$ cat config.mk
export PLATFORM = sky130hd
export DESIGN_NAME = cmd_decoder
export DESIGN_NICKNAME = d
export VERILOG_FILES = /design/src/rtl/psd_cmd_pkg.sv /design/src/rtl/cmd_timeout.sv /design/src/rtl/cmd_decoder.sv
export SDC_FILE = /design/constraint.sdc
export NUM_CORES = 1
export LEC_CHECK = 0
export CAP_MARGIN = 15
export CORE_ASPECT_RATIO = 1.4
export CORE_MARGIN = 2
export CORE_UTILIZATION = 40
export DETAILED_ROUTE_END_ITERATION = 7
export GPL_TIMING_DRIVEN = 0
export PLACE_DENSITY = 0.62
export SLEW_MARGIN = 20
export SYNTH_ARGS = -nofsm -noshare
export SYNTH_HDL_FRONTEND = slang
export SYNTH_SLANG_ARGS = --single-unit
export TNS_END_PERCENT = 50
$ cat constraint.sdc
create_clock -name clk -period 4.6 [get_ports clk]
set_input_delay 0.69 -clock clk [delete_from_list [all_inputs] [get_ports clk]]
set_output_delay 0.69 -clock clk [all_outputs]
set_load 0.05 [all_outputs]
$ cat src/rtl/psd_cmd_pkg.sv
// Shared types and helpers for the UART command decoder: FSM states, frame
// layout constants and the frame/response checksum.
package psd_cmd_pkg;

    typedef enum logic [2:0] {
        ST_IDLE,
        ST_GET_ADDR,
        ST_GET_DATA,
        ST_GET_CSUM,
        ST_EXEC,
        ST_RESP
    } cmd_state_t;

    localparam int         FRAME_BYTES          = 4;
    localparam int         WR_BIT               = 7;
    localparam logic [6:0] BROADCAST_ID_DEFAULT = 7'h7F;

    function automatic logic [7:0] cmd_csum(input logic [7:0] hdr,
                                            input logic [7:0] addr,
                                            input logic [7:0] data);
        return hdr ^ addr ^ data;
    endfunction

endpackage

$ cat src/rtl/cmd_timeout.sv
// Inter-byte watchdog: counts idle cycles while enabled and flags expiry on
// the last allowed cycle; any clear or disable restarts it from zero.
module cmd_timeout #(
    parameter int TIMEOUT_CYCLES = 4096
) (
    input  logic clk,
    input  logic reset_n,
    input  logic clear,
    input  logic enable,
    output logic expired
);

    localparam int            CW   = (TIMEOUT_CYCLES > 1) ? $clog2(TIMEOUT_CYCLES) : 1;
    localparam logic [CW-1:0] LAST = CW'(TIMEOUT_CYCLES - 1);

    logic [CW-1:0] cnt;

    // NOTE: state registers use non-blocking assignments so every flop samples pre-edge values.
    always_ff @(posedge clk or negedge reset_n) begin
        if (!reset_n) begin
            cnt <= '0;
        end else if (clear || !enable) begin
            cnt <= '0;
        end else if (cnt != LAST) begin
            cnt <= cnt + 1'b1;
        end
    end

    // A byte arriving on the last allowed cycle wins over expiry.
    assign expired = enable && !clear && (cnt == LAST);

endmodule

$ cat src/rtl/cmd_decoder.sv
// Assembles 4-byte command frames from the UART receiver, issues register
// writes or streams a 4-byte read response, and counts framing errors.
module cmd_decoder
    import psd_cmd_pkg::*;
#(
    parameter int         NUMREGS        = 67,
    parameter int         TIMEOUT_CYCLES = 4096,
    parameter logic [6:0] BROADCAST_ID   = BROADCAST_ID_DEFAULT
) (
    input  logic       clk,
    input  logic       reset_n,
    input  logic [6:0] chip_id,
    input  logic [7:0] rx_data,
    input  logic       rx_valid,
    input  logic       rx_frame_err,
    output logic [6:0] reg_addr,
    output logic [7:0] reg_wr_data,
    output logic       reg_wr_en,
    input  logic [7:0] reg_rd_data,
    output logic [7:0] tx_data,
    output logic       tx_valid,
    input  logic       tx_ready,
    output logic [7:0] err_count,
    output logic       busy
);

    localparam logic [7:0] NUMREGS_W = 8'(NUMREGS);
    localparam logic [1:0] LAST_IDX  = 2'(FRAME_BYTES - 1);

    cmd_state_t state, state_d;

    logic [7:0] hdr_q;
    logic [7:0] addr_q;
    logic [7:0] rd_q;
    logic [1:0] tx_idx;

    logic       in_get, expired, csum_ok, abort;
    logic       err_evt, start_resp, resp_done;
    logic       cap_hdr, cap_addr, cap_data;
    logic [6:0] hdr_id;
    logic       hdr_wr, to_me, is_bc, in_range;
    logic       wr_target, rd_target, write_ok, read_ok, addr_err;
    logic [7:0] resp_hdr, next_byte;

    assign in_get = (state == ST_GET_ADDR) || (state == ST_GET_DATA) || (state == ST_GET_CSUM);

    cmd_timeout #(
        .TIMEOUT_CYCLES(TIMEOUT_CYCLES)
    ) u_timeout (
        .clk    (clk),
        .reset_n(reset_n),
        .clear  (rx_valid),
        .enable (in_get),
        .expired(expired)
    );

    // The full 8-bit address byte is kept so 0x80+ never aliases into range.
    assign reg_addr  = addr_q[6:0];
    assign hdr_id    = hdr_q[6:0];
    assign hdr_wr    = hdr_q[WR_BIT];
    assign to_me     = (hdr_id == chip_id);
    assign is_bc     = (hdr_id == BROADCAST_ID);
    assign in_range  = (addr_q < NUMREGS_W);
    assign wr_target = hdr_wr && (to_me || is_bc);
    assign rd_target = !hdr_wr && to_me && !is_bc;
    assign write_ok  = wr_target && in_range;
    assign read_ok   = rd_target && in_range;
    assign addr_err  = (wr_target || rd_target) && !in_range;

    assign csum_ok   = (rx_data == cmd_csum(hdr_q, addr_q, reg_wr_data));
    assign abort     = in_get && ((rx_valid && rx_frame_err) || expired);
    assign resp_done = (state == ST_RESP) && tx_valid && tx_ready && (tx_idx == LAST_IDX);

    assign reg_wr_en = (state == ST_EXEC) && write_ok;
    assign busy      = (state != ST_IDLE);
    assign resp_hdr  = {1'b0, chip_id};

    always_comb begin
        case (tx_idx)
            2'd0:    next_byte = addr_q;
            2'd1:    next_byte = rd_q;
            default: next_byte = cmd_csum(resp_hdr, addr_q, rd_q);
        endcase
    end

    // NOTE: every always_comb output gets a default first so no path can infer a latch.
    always_comb begin
        state_d    = state;
        err_evt    = 1'b0;
        cap_hdr    = 1'b0;
        cap_addr   = 1'b0;
        cap_data   = 1'b0;
        start_resp = 1'b0;
        case (state)
            ST_IDLE: begin
                if (rx_valid && rx_frame_err) begin
                    err_evt = 1'b1;
                end else if (rx_valid) begin
                    cap_hdr = 1'b1;
                    state_d = ST_GET_ADDR;
                end
            end
            ST_GET_ADDR: begin
                if (rx_valid && !rx_frame_err) begin
                    cap_addr = 1'b1;
                    state_d  = ST_GET_DATA;
                end
            end
            ST_GET_DATA: begin
                if (rx_valid && !rx_frame_err) begin
                    cap_data = 1'b1;
                    state_d  = ST_GET_CSUM;
                end
            end
            ST_GET_CSUM: begin
                if (rx_valid && !rx_frame_err) begin
                    err_evt = !csum_ok;
                    state_d = csum_ok ? ST_EXEC : ST_IDLE;
                end
            end
            ST_EXEC: begin
                err_evt    = rx_valid || addr_err;
                start_resp = read_ok;
                state_d    = read_ok ? ST_RESP : ST_IDLE;
            end
            ST_RESP: begin
                err_evt = rx_valid;
                if (resp_done) state_d = ST_IDLE;
            end
            default: state_d = ST_IDLE;
        endcase
        if (abort) begin
            err_evt = 1'b1;
            state_d = ST_IDLE;
        end
    end

    always_ff @(posedge clk or negedge reset_n) begin
        if (!reset_n) state <= ST_IDLE;
        else          state <= state_d;
    end

    always_ff @(posedge clk or negedge reset_n) begin
        if (!reset_n) begin
            hdr_q       <= '0;
            addr_q      <= '0;
            reg_wr_data <= '0;
            rd_q        <= '0;
            tx_idx      <= '0;
            tx_data     <= '0;
            tx_valid    <= 1'b0;
            err_count   <= '0;
        end else begin
            if (cap_hdr)  hdr_q       <= rx_data;
            if (cap_addr) addr_q      <= rx_data;
            if (cap_data) reg_wr_data <= rx_data;
            if (err_evt && (err_count != 8'hFF)) err_count <= err_count + 8'd1;

            if (start_resp) begin
                rd_q     <= reg_rd_data;
                tx_data  <= resp_hdr;
                tx_valid <= 1'b1;
                tx_idx   <= '0;
            end else if ((state == ST_RESP) && tx_valid && tx_ready) begin
                if (resp_done) begin
                    tx_valid <= 1'b0;
                end else begin
                    tx_idx  <= tx_idx + 2'd1;
                    tx_data <= next_byte;
                end
            end
        end
    end

endmodule

# Yosys cells after proc, flatten, opt, wreduce, memory -nomap -nowiden
# Index checks and enable logic that the tools add are counted.
[word_totals]
elab_cells = 110
in_bits = 28
ff_bits = 66
[classes]
addsub = 3
muxes = 33
bitwise_logic = 4
order_cmp = 1
reduce_logical = 39
n_eq_ne = 20
[op_table]
columns = ["cell", "n"]
rows = [
  ["$mux 3", 9],
  ["$mux 12", 2],
  ["$mux 8", 3],
  ["$xor 8x8->8", 3],
  ["$pmux 3 s6", 1],
  ["$logic_and 1x1->1", 16],
  ["$pmux 8 s2", 1],
  ["$mux 1", 13],
  ["$add 12x1->12 const B", 1],
  ["$eq 12x12->1 const B", 1],
  ["$ne 12x12->1 const B", 1],
  ["$ne 3x2->1 const B", 3],
  ["$ne 3x3->1 const B", 3],
  ["$add 8x1->8 const B", 1],
  ["$eq 8x8->1", 1],
  ["$lt 8x7->1 const B", 1],
  ["$ne 8x8->1 const B", 1],
  ["$xor 7x8->8", 1],
  ["$eq 7x7->1", 1],
  ["$eq 7x7->1 const B", 1],
  ["$logic_not 1->1", 7],
  ["$logic_or 1x1->1", 7],
  ["$eq 3x2->1 const B", 2],
  ["$eq 3x3->1 const B", 2],
  ["13 further kinds", 18],
]

# Longest topological paths before layout
# Gate-level depths: netlist (run 1).
[depth]
depth_word = 9
ltp_mapped = 9
ltp_nobuf = 8

# Cells and area by module
# A second synthesis (run 1) with hierarchy kept.
[unflattened]
cells_unflattened = 365
area_unflattened_um2 = 3816.2
[modules_own_cells]
columns = ["module", "cells_per_inst", "area_per_inst_um2", "n_inst"]
rows = [
  ["cmd_decoder", 297, 3146.8, 1],
  ["cmd_timeout", 68, 669.4, 1],
]

# Least setup slack after synthesis (run 1)
# OpenSTA, ideal clock, no wires.
[synth_timing]
path_kind = "input -> output"
start = "input port chip_id[4]"
end = "output port reg_wr_en"
path_buffers = 0
path_slack_ns = 1.427
cell_stages = 4
required_time_ns = 3.910
arrival_time_ns = 2.483
path_cell_list = "xor2_1 nor4_2 a41oi_1 nor3b_1"
[synth_between]
elab_chain_len = 5
[synth_lines]
columns = ["item", "line", "rtl"]
rows = [
  ["start, declared", "cmd_decoder.sv:12", "input logic [6:0] chip_id,"],
  ["$eq 7x7->1", "cmd_decoder.sv:61", "assign to_me = (hdr_id == chip_id);"],
  ["$logic_or 1x1->1", "cmd_decoder.sv:64", "assign wr_target = hdr_wr && (to_me || is_bc);"],
  ["$logic_and 1x1->1", "cmd_decoder.sv:64", ""],
  ["$logic_and 1x1->1", "cmd_decoder.sv:66", "assign write_ok = wr_target && in_range;"],
  ["$logic_and 1x1->1", "cmd_decoder.sv:74", "assign reg_wr_en = (state == ST_EXEC) && write_ok;"],
  ["end, declared", "cmd_decoder.sv:18", "output logic reg_wr_en,"],
]
# Every way passes these cells.

# Worst setup path in the final report (run 1)
[layout_timing]
start = "input port chip_id[0]"
end = "output port reg_wr_en"
# Same word-level chain as after synthesis.

==> impl_metrics.ini, run 1 <==
[timing]
skew_ns = 0.00434
rsz0062_at_grt = false
slew_headroom_pct = 55.1
final.setup.worst_slack_ns = 0.743
hold_violations = 0
hold_ws_ns = 0.216
setup_violations = 0
setup_tns_ns = 0
tightest_slew_ns = 0.669
fmax_mhz = 259
slew_viol_final = 0
fin_crit_sh_pct = 83.9
layout_min_cycle_time_ns = 3.86

[worst_setup_path]
required_ns = 3.91
cp-start-kind = primary input
cp_max_fo = 5
r2r_setup_slack_ns = 2.26
r2r_start = hdr_q[4]
reg2reg_to = rd_q[7]
r2r_cells = 6
arrival_ns = 3.17
cp-end-kind = output pin
crit_type = primary input to output pin

[clock_tree]
post_cts_buffers = 0
clk_pin_slew_worst_paths_ns = 0.05
cts_resized = 0
cts_made_buffers = 9
clock-sinks = 66
htreeDepth = 3
clockRootBuffer = clkbuf_16
cts_tree = done
hold_buffers = 0
cts_max_path_buffers = 2
worstSkewPairLatency_ns = 0.33

[place]
pre_cts_ws_ns = 0.766
io_buffer_count = 61
gp_congestion = 0.794
dp.cells = 530
dp_hpwl_um = 6230
dpl-instance-area_um2 = 4480

[synthesis]
synth_edf_count = 0
ys_ff_latch = 66
synth_fp_nets = 394
synth.area.top_cells = dfrtp_1 (44%), mux2_2 (9.7%), xor2_1 (6.1%)
seq_area_frac_synth_pct = 44.5
synth.distinct_cells = 42
synth_common_cells = dfrtp_1 (66), nor2_1 (47), mux2_2 (32)
synth_flop_cell = dfrtp_1
netlist_area_um2 = 3710
async_flop_share_pct = 100
yosysTopAreaCell = dfrtp_1
synth_area_per_cell_um2 = 10.3
yosysWarnings = 0
yosysTopAreaCellShare_pct = 44.5
synthCells = 361
yosysMostFrequentCell = dfrtp_1

[drt]
via_count = 2894
first_pass_iters = 4
wl_per_cell_um = 15.6
ant_nets = 0
drc = 0
first_iter_violations = 135
drt_wl_total_um = 8540
vias_per_cell = 5.30

[floorplan]
ios = 62
rows = 41
core-area_um2 = 9030
start_util_pct = 41.1
die_h_um = 118
dieArea_um2 = 10100
dieWidth_um = 85.4

[final_layout]
insertedDiodeCount = 0
final_area_um2 = 4800
area_growth_pct = 29.3
layout-drive-gt1-share_pct = 17.1
stdcell_count = 546
fin_nets = 467

[global_routing]
grt_first_pass_wirelength_um = 14100
grt-ovfl-total = 0
grt_pass1_vias = 2892
grt_max_degree = 52
antenna_found_initial = 0
grt.total_usage_pct = 18.0

[pwr]
power_density_nw_per_um2 = 616
switchingPower_mw = 1.17
pwr-share-seq_pct = 30.2
vdd.ir_drop.worst_mv = 0.418
switching_share_pct = 39.5
total_leakage_power_nw = 2.10
internal_power_mw = 1.79
power_frac_clock_pct = 24.8
pwr-share-comb_pct = 45.0

[min_path]
hold_class = primary input to async pin

[run_status]
status = finished clean

[run]
maxCapViolCount = 0
## metrics by stage
| step | util, % | power, mW |
|---|---|---|
| floorplan | - | 1.86 |
| global placement | 49.4 | 2.23 |
| detailed placement | 49.7 | 2.25 |
| CTS | 53.2 | 3.01 |
| global route | 53.2 | 3.13 |
| finish | 53.2 | 2.96 |
## power by group through the flow
stage | clock (mW) | sequential (mW) | combinational, mW
2_1_floorplan | 0 | 1.08 | 0.787
3_3_place_gp | 0 | 0.904 | 1.32
3_5_place_dp | 0 | 0.908 | 1.34
4_1_cts | 0.757 | 0.898 | 1.35
5_1_grt | 0.785 | 0.917 | 1.43
6_report | 0.733 | 0.896 | 1.33
## kinds of logic (layout without fill, tap and decap cells)
logic type	after synthesis	count (layout)	synth area share (%)
flops	66	66	44.5
simple gates	116	116	15.2
fa+ha+maj	5	5	1.68
compound gates	58	58	11.2
xor+xnor	46	46	10.8
buf+inv	27	105	3.81
mux	43	43	12.8
## registers in the layout, indices dropped and copies added, names as in the netlist
signal         cells
addr_q             8
err_count          8
hdr_q              8
rd_q               8
reg_wr_data        8
state              3
tx_data            8
tx_idx             2
tx_valid           1
u_timeout.cnt     12
## layer usage
layer  vias up  track usage [%]  share of wire, %  wire length (um)
met2        63             29.0                50              4280
met4         0             11.1               3.4               294
met5         -                0                 0                 0
li1       1422                -                 -                 -
met1      1391             22.3                43              3710
met3        18             2.66               3.0               257
## placed cells by master (no fill, tap or decap), drive strengths merged, types with 2 or more instances in the layout
| master | synthesis | layout |
|---|---|---|
| buf | 16 | 18 |
| clkdlybuf4s50 | 0 | 60 |
| clkbuf | 6 | 17 |
| xnor2 | 20 | 20 |
| ha | 5 | 5 |
| bufinv | 0 | 2 |
| nand4 | 5 | 5 |
| o31ai | 9 | 9 |
| a31oi | 2 | 2 |
| xor2 | 26 | 26 |
| mux2 | 33 | 33 |
| or3 | 2 | 2 |
| and3 | 3 | 3 |
| nor4 | 5 | 5 |
| nor3 | 13 | 13 |
| nand3 | 13 | 13 |
| a21o | 8 | 8 |
| mux2i | 10 | 10 |
| a221o | 7 | 7 |
| o21ai | 14 | 14 |
| nand2 | 20 | 20 |
| a21oi | 10 | 10 |
| nor3b | 2 | 2 |
| inv | 5 | 5 |
| dfrtp | 66 | 66 |
| nor2 | 47 | 47 |
| clkinv | 0 | 2 |
## area by class of cell
class                           instances  area, um^2
Tap cell                              107         134
Inverter                                5        18.8
Multi-Input combinational cell        268        1920
Fill cell                             824        4220
Clock inverter                          5        77.6
Buffer                                 22         123
Sequential cell                        66        1650
Clock buffer                           11         243
Timing Repair Buffer                   62         636
## worst max-delay path, stage by stage
cell             delay [ns]
clkdlybuf4s50_1        0.54
xor2_1                 0.21
nor4_2                 0.30
a41oi_1                0.19
nor3b_1                0.36
clkdlybuf4s50_1        0.88
## worst max path at each step
stage,startpoint,to,cells after the start
floorplan,chip_id[4],reg_wr_en,4
global placement,reset_n,reg_wr_data[6],1
detailed placement,chip_id[0],reg_wr_en,6
CTS,chip_id[0],reg_wr_en,6
global route,chip_id[0],reg_wr_en,6
finish,chip_id[0],reg_wr_en,6
(Power assumes the default switching activity.)
==> inputs of run 2 (changes only) <==
==> constraint.sdc (replaced) <==
create_clock -name clk -period 3.6 [get_ports clk]
set_input_delay 0.54 -clock clk [delete_from_list [all_inputs] [get_ports clk]]
set_output_delay 0.54 -clock clk [all_outputs]
set_load 0.05 [all_outputs]
==> impl_metrics.ini, run 2 (synthesis results as in run 1) <==
[run_status]
status = finished clean

[floorplan]
dieWidth_um = 85.4
rows = 41
start_util_pct = 41.1
die_h_um = 118
core-area_um2 = 9030
ios = 62
dieArea_um2 = 10100

[place]
dpl-instance-area_um2 = 4480
dp_hpwl_um = 6230
gp_congestion = 0.794
io_buffer_count = 61
pre_cts_ws_ns = 0.0657

[timing]
hold_violations = 0
skew_ns = 0.00434
final.setup.worst_slack_ns = 0.451
setup_violations = 0
slew_headroom_pct = 55.1
fmax_mhz = 318
rsz0062_at_grt = false
slew_viol_final = 0
layout_min_cycle_time_ns = 3.15
tightest_slew_ns = 0.669
fin_crit_sh_pct = 87.5

[clock_tree]
cts_made_buffers = 9
clock-sinks = 66
worstSkewPairLatency_ns = 0.33
clk_pin_slew_worst_paths_ns = 0.05
clockRootBuffer = clkbuf_16
cts_tree = done
cts_max_path_buffers = 2
htreeDepth = 3
post_cts_buffers = 0

[global_routing]
grt_first_pass_wirelength_um = 14100
grtUsageMet2_pct = 29.0
grt.total_usage_pct = 18.0
antenna_found_initial = 0
grt_pass1_vias = 2892
busiest_layer = met2
use_met1_pct = 22.3
grt_max_degree = 52
use_met3_pct = 2.66
grt-ovfl-total = 0

[drt]
drc = 0
drt_wl_total_um = 8540
vias_per_cell = 5.30
first_pass_iters = 4
wl_per_cell_um = 15.6
via_count = 2894
ant_nets = 0
first_iter_violations = 135

[final_layout]
area_growth_pct = 29.4
layout_common_cells = dfrtp_1 (66), clkdlybuf4s50_1 (59), nor2_1 (47), mux2_2 (32), xor2_1 (26)
insertedDiodeCount = 0
largest-register = u_timeout.cnt
largest_reg_flops = 12
fin_nets = 467
mostFrequentLayoutCell = dfrtp_1
fillers = 823
final_area_um2 = 4810
layout-drive-gt1-share_pct = 17.1

[worst_setup_path]
arrival_ns = 2.61
crit_type = primary input to output pin
cp-end-kind = output pin
required_ns = 3.06
cp-start-kind = primary input
cp_max_fo = 5

[pwr]
vdd.ir_drop.worst_mv = 0.534
power_density_nw_per_um2 = 787
total_leakage_power_nw = 2.11

[run]
maxCapViolCount = 0

[min_path]
hold_class = primary input to async pin
-- run 2: critical path, cell delays in order --
cell and delay [ns]:
clkdlybuf4s50_1 0.54, xor2_1 0.21, nor4_2 0.30, a41oi_1 0.19, nor3b_1 0.35, dlymetal6s2s_1 0.48
-- run 2: per-stage QoR --
| stage | hold WS (ns) | std cells | setup TNS (ns) | utilization (%) | total power [mW] |
|---|---|---|---|---|---|
| floorplan | 0.244 | 361 | 0 | - | 2.38 |
| global placement | 0.484 | 529 | -22.50 | 49.4 | 2.85 |
| detailed placement | 0.424 | 530 | 0 | 49.7 | 2.88 |
| CTS | 0.0631 | 546 | 0 | 53.2 | 3.84 |
| global route | 0.0757 | 546 | 0 | 53.2 | 4.00 |
| finish | 0.0655 | 546 | 0 | 53.2 | 3.78 |
-- run 2: report_power, final --
group	internal, mW	switching [mW]
Clock	0.622	0.315
Combinational	0.735	0.967
Sequential	0.932	0.212
Total	2.29	1.49
-- run 2: path summary, 6_finish.rpt --
kind,from,to,slack (ns),cells after the start
min in group clk,err_count[4],err_count[4],0.49,1
setup / recovery,chip_id[0],reg_wr_en,0.45,6
setup reg to reg,hdr_q[4],rd_q[7],1.26,6
hold / removal,reset_n,err_count[2],0.07,1
hold reg to reg,err_count[4],err_count[4],0.49,1
max in group asynchronous,reset_n,hdr_q[1],3.00,2
-- run 2: routing by layer --
metal / vias up / part of all wire [%]
met5: - / 0
met4: 0 / 3.4
met3: 18 / 3.0
met2: 63 / 50
met1: 1391 / 43
li1: 1422 / -
-- run 2: what timing repair did --
action | in CTS | in global routing
resized for setup | 0 | 1
endpoints found under the setup margin | 0 | 1
hold buffers | 0 | 0
-- run 2: area by class of cell --
class | instances | area (um^2) | share of cell area (%)
Tap cell | 107 | 134 | 2.78
Multi-Input combinational cell | 268 | 1920 | 40.0
Sequential cell | 66 | 1650 | 34.4
Inverter | 5 | 18.8 | 0.390
Clock inverter | 5 | 77.6 | 1.61
Buffer | 22 | 123 | 2.55
Clock buffer | 11 | 243 | 5.05
Timing Repair Buffer | 62 | 638 | 13.3
==> inputs of run 3 (changes only) <==
--- a/config.mk
+++ b/config.mk
@@ -8,10 +8,11 @@
 export CAP_MARGIN = 15
 export CORE_ASPECT_RATIO = 1.4
 export CORE_MARGIN = 2
-export CORE_UTILIZATION = 40
+export CORE_UTILIZATION = 45
+export CTS_CLUSTER_DIAMETER = 100
 export DETAILED_ROUTE_END_ITERATION = 7
 export GPL_TIMING_DRIVEN = 0
-export PLACE_DENSITY = 0.62
+export PLACE_DENSITY = 0.68
 export SLEW_MARGIN = 20
 export SYNTH_ARGS = -nofsm -noshare
 export SYNTH_HDL_FRONTEND = slang
==> impl_metrics.ini, run 3 (synthesis results as in run 1) <==
[worst_setup_path]
cpMaxStageDelayCell = clkdlybuf4s50_1
required_ns = 3.06
r2r_setup_slack_ns = 1.17
r2r_start = hdr_q[4]
worstPathCellList = clkdlybuf4s50_1 -> xor2_1 -> nor4_2 -> a41oi_1 -> nor3b_1 -> dlymetal6s2s_1
crit_buf_inv = 2
crit_family = buffers and inverters
cp-end-kind = output pin
arrival_ns = 2.61
path_depth = 6
cp_max_fo = 5
reg2reg_to = rd_q[6]
r2r_cells = 6
cp-start-kind = primary input
max_stage_delay_ns = 0.53
crit_type = primary input to output pin

[run_status]
status = finished clean

[global_routing]
grt_max_degree = 45
grt_first_pass_wirelength_um = 14400
grt-ovfl-total = 0
grt.total_usage_pct = 20.6
antenna_found_initial = 0
grt_pass1_vias = 3014

[timing]
tightest_slew_ns = 0.579
setup_tns_ns = 0
fin_crit_sh_pct = 87.6
rsz0062_at_grt = false
setup_violations = 0
layout_min_cycle_time_ns = 3.15
fmax_mhz = 317
slew_headroom_pct = 61.1
slew_viol_final = 0
skew_ns = 0.00462
hold_violations = 0

[final_layout]
layout_common_cells = dfrtp_1 (66), clkdlybuf4s50_1 (59), nor2_1 (47), mux2_2 (32), xor2_1 (26)
regArea_um2 = 1650
insertedDiodeCount = 0
largest-register = u_timeout.cnt
fillers = 733
layout-drive-gt1-share_pct = 17.3
mostFrequentLayoutCell = dfrtp_1
fin_nets = 467
final_util_pct = 59.3
area_growth_pct = 29.2
multi_input_area_um2 = 1920
largest_reg_flops = 12

[clock_tree]
cts_tree = done
clock-sinks = 66
clockRootBuffer = clkbuf_16
cts_made_buffers = 9
cts_max_path_buffers = 2
clk_pin_slew_worst_paths_ns = 0.06
htreeDepth = 3
worstSkewPairLatency_ns = 0.34

[drt]
drt_wl_total_um = 8420
vias_per_cell = 5.41
via_count = 2929
wl_per_cell_um = 15.6
ant_nets = 0
first_iter_violations = 116
drc = 0
first_pass_iters = 5

[floorplan]
core-area_um2 = 8100
start_util_pct = 45.9
dieWidth_um = 80.8
ios = 62
die_h_um = 112
dieArea_um2 = 9010
rows = 39

[pwr]
p_total_mw = 3.80
vdd.ir_drop.worst_mv = 0.593
total_leakage_power_nw = 2.11
power_density_nw_per_um2 = 792

[place]
io_buffer_count = 61
dp_hpwl_um = 6170
gp_congestion = 0.793

[min_path]
hold_class = primary input to async pin

[run]
maxCapViolCount = 0
-- run 3: worst max path at each step --
| stage | start | to | slack (ns) |
|---|---|---|---|
| after global routing | chip_id[4] | reg_wr_en | 0.34 |
| after global placement | reset_n | err_count[1] | -0.25 |
| after CTS | chip_id[4] | reg_wr_en | 0.03 |
| final | chip_id[4] | reg_wr_en | 0.45 |
| after floorplan | chip_id[4] | reg_wr_en | 0.73 |
| after detailed placement | chip_id[4] | reg_wr_en | 0.03 |
-- run 3: layout make-up --
class                   count  share of cell area, %
clock inverters             7                   1.96
plain buffers              22                   2.55
multi-input cells         268                   40.0
inverters                   5                  0.391
clock buffers               9                   4.69
flip-flops and latches     66                   34.4
well taps                 102                   2.66
repair buffers             62                   13.3
-- run 3: report_power, final --
group | total [mW] | switching, mW | internal [mW]
Sequential | 1.15 | 0.220 | 0.932
Combinational | 1.71 | 0.975 | 0.735
Clock | 0.942 | 0.338 | 0.604
-- run 3: repair_timing --
item,4_1_cts,5_1_grt
endpoints found under the setup margin,0,1
gates resized for setup,0,1
setup buffers,0,0
hold buffers,0,0
-- run 3: metal layers --
layer  part of all wire, %  global-route usage, %
met2                    51                   33.6
met3                   4.2                   4.13
met1                    43                   25.6
met4                   2.5                   10.3
met5                     0                      0
-- run 3: metrics by stage --
step	instance area [um^2]	hold slack [ns]	instances	setup slack [ns]
CTS	4800	0.106	541	0.0285
global placement	4450	0.474	524	-0.255
global route	4800	0.121	541	0.340
detailed placement	4480	0.465	525	0.0321
floorplan	3710	0.244	361	0.727
finish	4800	0.0965	541	0.448
